[src/rtl/divider_pkg.sv]
// Shared types and constants for the sequential restoring divider family.
// Also used by the div_step datapath slice and any future unrolled divider.
package divider_pkg;

    localparam int DEF_DIVIDEND_W = 8;
    localparam int DEF_DIVISOR_W  = 4;

    typedef enum logic [1:0] {
        IDLE = 2'd0,
        RUN  = 2'd1,
        DONE = 2'd2
    } div_state_t;

    // Iteration counter must hold the value DIVIDEND_W itself, hence the +1.
    function automatic int counter_width(input int dividend_w);
        return $clog2(dividend_w + 1);
    endfunction

    localparam int CNT_W = counter_width(DEF_DIVIDEND_W);

    localparam logic [DEF_DIVIDEND_W-1:0] DIV_ZERO_QUOT = '1;

endpackage

[src/rtl/div_step.sv]
// One restoring-division step: shift in a dividend bit, trial-subtract the divisor.
// Purely combinational so it can be chained into an unrolled divider later.
module div_step
    import divider_pkg::*;
#(
    parameter int W = DEF_DIVISOR_W
) (
    input  logic [W-1:0] p,
    input  logic         bit_in,
    input  logic [W-1:0] divisor,
    output logic [W-1:0] p_next,
    output logic         q_bit
);

    logic [W:0] t;

    assign t     = {p, bit_in};
    assign q_bit = (t >= {1'b0, divisor});

    // p < divisor on entry, so t - divisor < divisor and fits back into W bits.
    assign p_next = q_bit ? W'(t - {1'b0, divisor}) : t[W-1:0];

endmodule

[src/rtl/seq_divider8x4.sv]
// Sequential restoring divider, one quotient bit per clock, start/busy/done handshake.
// Results hold between operations and update only on the edge that enters DONE.
module seq_divider8x4
    import divider_pkg::*;
#(
    parameter int DIVIDEND_W = DEF_DIVIDEND_W,
    parameter int DIVISOR_W  = DEF_DIVISOR_W
) (
    input  logic                  clk,
    input  logic                  reset_n,
    input  logic                  start,
    input  logic [DIVIDEND_W-1:0] dividend,
    input  logic [DIVISOR_W-1:0]  divisor,
    output logic                  busy,
    output logic                  done,
    output logic [DIVIDEND_W-1:0] quotient,
    output logic [DIVISOR_W-1:0]  remainder,
    output logic                  div_by_zero
);

    localparam int CW = counter_width(DIVIDEND_W);

    div_state_t            state;
    logic [DIVIDEND_W-1:0] s;
    // The extra top bit of P only ever exists inside the trial value in div_step.
    logic [DIVISOR_W-1:0]  p;
    logic [DIVISOR_W-1:0]  divisor_r;
    logic [CW-1:0]         cnt;

    logic [DIVISOR_W-1:0]  p_next;
    logic                  q_bit;
    logic [DIVIDEND_W-1:0] s_next;
    logic                  accept;

    div_step #(.W(DIVISOR_W)) u_step (
        .p       (p),
        .bit_in  (s[DIVIDEND_W-1]),
        .divisor (divisor_r),
        .p_next  (p_next),
        .q_bit   (q_bit)
    );

    assign s_next = {s[DIVIDEND_W-2:0], q_bit};
    assign accept = start && (state != RUN);
    assign busy   = (state == RUN);
    assign done   = (state == DONE);

    // NOTE: sequential state uses non-blocking assignments so every register
    // samples pre-edge values, independent of statement order.
    always_ff @(posedge clk or negedge reset_n) begin
        if (!reset_n) begin
            state       <= IDLE;
            s           <= '0;
            p           <= '0;
            divisor_r   <= '0;
            cnt         <= '0;
            quotient    <= '0;
            remainder   <= '0;
            div_by_zero <= 1'b0;
        end else begin
            case (state)
                IDLE, DONE: begin
                    if (accept && divisor != '0) begin
                        s         <= dividend;
                        p         <= '0;
                        divisor_r <= divisor;
                        cnt       <= CW'(DIVIDEND_W);
                        state     <= RUN;
                    end else if (accept) begin
                        quotient    <= DIVIDEND_W'(DIV_ZERO_QUOT);
                        remainder   <= '0;
                        div_by_zero <= 1'b1;
                        state       <= DONE;
                    end else begin
                        state <= IDLE;
                    end
                end
                RUN: begin
                    s   <= s_next;
                    p   <= p_next;
                    cnt <= cnt - CW'(1);
                    if (cnt == CW'(1)) begin
                        quotient    <= s_next;
                        remainder   <= p_next;
                        div_by_zero <= 1'b0;
                        state       <= DONE;
                    end
                end
                default: state <= IDLE;
            endcase
        end
    end

endmodule
[config.mk]
export PLATFORM = sky130hd
export DESIGN_NAME = seq_divider8x4
export DESIGN_NICKNAME = d
export VERILOG_FILES = /design/src/rtl/divider_pkg.sv /design/src/rtl/div_step.sv /design/src/rtl/seq_divider8x4.sv
export SDC_FILE = /design/constraint.sdc
export NUM_CORES = 1
export LEC_CHECK = 0
export ABC_CLOCK_PERIOD_IN_PS = 3770
export CAP_MARGIN = 15
export CORE_ASPECT_RATIO = 0.6
export CORE_UTILIZATION = 50
export CTS_CLUSTER_SIZE = 12
export DETAILED_ROUTE_END_ITERATION = 8
export DONT_BUFFER_PORTS = 1
export GPL_TIMING_DRIVEN = 0
export PLACE_DENSITY_LB_ADDON = 0.08
export SYNTH_ARGS = -nofsm -noshare
export SYNTH_HDL_FRONTEND = slang
export SYNTH_HIERARCHICAL = 1
export SYNTH_SLANG_ARGS = --single-unit
[constraint.sdc]
create_clock -name clk -period 3.77 [get_ports clk]
set_input_delay 1.131 -clock clk [delete_from_list [all_inputs] [get_ports clk]]
set_output_delay 1.131 -clock clk [all_outputs]
set_load 0.01 [all_outputs]
==> metrics.md <==
| Metric | Value |
|---|---|
| Footprint of the multi-input gates | 799.5 µm² |
| Maxcap violations | 0 |
| Hold_sp | divisor_r[3] |
| Cts repair resizes | 0 |
| First drt pass iteration count | 4 |
| First-pass GRT wire length | 6.375 mm |
| FF+latch count, synth | 35 |
| Die area | 0.003827 mm² |
| EDFF count, synth | 0 |
| CTS Sinks | 35 |
| Synth-to-Final Area Change | 7.908% |
| PwrDens | 988.9 mW/mm² |
| Tightest Hold Check Type | flip-flop to flip-flop |
| Cts hold-fix bufs | 0 |
| Rows | 16 |
| Leak | 0.0008615 µW |
| Placer Congestion | 0.9272 |
| GRT Total Usage | 22.89% |
| Initial DRC Count | 76 |
| Seq. cell area | 875.8 µm² |
| Routed Antenna Nets | 0 |
| Initial Util | 53.48% |
| CP arrival | 1400 ps |
| R2R Path End | quotient[7] |
| Peak VDD IR | 0.3928 mV |
| Setup Fix Bufs, Post-CTS | 0 |
| Post-synth cell types | 41 |
| Nets@finish | 195 |
| Hold path endpoint | divisor_r[3] |
| Hold path depth | 1 |
| Root Buffer | clkbuf_8 |
| Number of antenna violations at the first check in global routing | 0 |
| Cells after Synth | 166 |
| Pin count of the biggest net entering global routing | 36 |
| Port bufs | 0 |
| Fin crit share | 67.13% |
| Post-Route Setup TNS | 0 ps |
| RSZ-0062 raised after global routing | no |
| Slew @ Worst Pin | 553.5 ps |
| R2R cell count | 6 |
| Detail Placement HPWL | 2.792 mm |
| Final Core Density | 57.71% |
| Placed cell areas | 0.001844 mm² |
| Max-slew violations | 0 |
| Core ar. | 0.003343 mm² |
| Die Y | 48.32 µm |
| CP max FO | 10 |
| # DRC | 0 |
| Via density | 5.598 |
| Post-Syn Area | 0.001788 mm² |
| Layout Skew | 7.262 ps |
| Post-synth net total | 188 |
| Endpoint type of the worst setup path | primary output |
| Outcome | completed |
| Critical path origin | state[1] |
| Worst setup SP type | flip-flop |
| Cts bufs inserted | 5 |
| Yosys warns | 6 |
| Total congestion overflow | 0 |
| CP required | 2640 ps |
| Mean Syn Cell Area | 10.77 µm² |
| Vias in the first global route | 1293 |
| CTS clk-pin slew, worst paths | 70 ps |
| Longest Clk Path Bufs | 2 |
| Sequential element share of the synthesized area | 48.99% |
| I/O pin count | 30 |
| Die width | 79.20 µm |
| Flop-to-flop setup slack | 1860 ps |
| Clk_lat worst skew | 290 ps |
| Post-route design area | 0.001929 mm² |
| Diodes inserted | 0 |
| Rel. slew slack | 63.02% |
| CTS tree | built |
| Crit Path Category | flip-flop to primary output |
| Total wire length | 3.828 mm |
| Avg WL per Cell | 17.48 µm |
| Fmax | 395.1 MHz |
| Final critical-path required period | 2531 ps |
| Most common cell after layout, fill and taps aside | dfrtp_1 |
| FF-to-FF Start | cnt[1] |
| Layout cells sized above 1 | 17.24% |
| H-tree Lvls | 2 |
| Total number of vias | 1226 |
| Synth Flop Type | dfrtp_1 |
| Final Hold Viols | 0 |
| Most frequent cells in the layout | dfrtp_1 (35), o21ai_0 (15), inv_1 (14), nor2_1 (11) |
| Final setup viols | 0 |
| # fillers | 267 |
| Ys async rst share | 100.0% |
==> flip-flops by register name, indices dropped and copies added, names as in the netlist <==
name	flops
div_by_zero	1
p	4
cnt	4
divisor_r	4
state	2
s	8
remainder	4
quotient	8
==> final cells by class <==
| class | count | area share [%] |
|---|---|---|
| buffer | 7 | 2.464 |
| clock inverter | 2 | 0.6485 |
| tap | 45 | 2.918 |
| sequential | 35 | 45.40 |
| clock buffer | 6 | 3.761 |
| multi-input combinational | 108 | 41.44 |
| inverter | 16 | 3.372 |
==> synth_stat cells (3+ instances only) <==
cell / count / area [µm²]
a22o_1: 4 / 35.03
ha_1: 6 / 75.07
a21oi_1: 8 / 40.04
mux2_2: 4 / 45.04
nand2b_1: 5 / 31.28
nor2_1: 11 / 41.29
o21ai_0: 15 / 75.07
dfrtp_1: 35 / 875.8
inv_1: 14 / 52.55
nand2_1: 9 / 33.78
mux2i_1: 9 / 90.09
a31oi_1: 8 / 50.05
mux2_4: 3 / 45.04
==> per-stage QoR <==
step | std cells | total power, µW | hold WS [ps] | setup WS (ps)
final | 219 | 1908 | 512.3 | 1239
after detailed placement | 211 | 1632 | 495.3 | 1412
after global placement | 211 | 1578 | 492.2 | 1437
after global routing | 219 | 2053 | 512.0 | 1142
after CTS | 219 | 1906 | 509.5 | 1227
after floorplan | 166 | 1420 | 466.0 | 1579
==> routing by layer <==
metal | global-route usage (%) | vias up | part of all wire [%]
li1 | - | 591 | -
met1 | 32.96 | 602 | 49
met2 | 31.47 | 31 | 45
met3 | 7.547 | 2 | 5.7
met4 | 9.697 | 0 | 0.47
met5 | 0 | - | 0
==> power by group <==
group	leakage (µW)	switching, µW	internal (µW)
logic	0.000422	534	402
registers	0.000398	152	555
clock network	0.0000412	135	129
==> worst max-delay path: stages, from the launching register on <==
cell and delay, ps:
dfrtp_1 390, nand2b_1 160, buf_6 150, inv_2 130, buf_2 290
==> how the worst max path moves through the flow <==
stage                   to  cells past startpoint  slack [ps]
4_1_cts               busy                      4        1230
6_report              busy                      4        1240
3_3_place_gp   quotient[0]                      4        1440
5_1_grt               busy                      4        1140
2_1_floorplan  quotient[0]                      4        1580
3_5_place_dp   quotient[0]                      4        1410
==> logic make-up (layout without fill, tap and decap cells) <==
family	Yosys count	in the layout	share of synthesized area (%)
compound gates	43	43	15.75
simple gates	40	40	12.60
flops	35	35	48.99
buf+inv	23	31	6.298
mux	16	16	10.08
fa+ha+maj	7	7	5.318
xor+xnor	2	2	0.9799
Power figures use the tool's default switching activity.
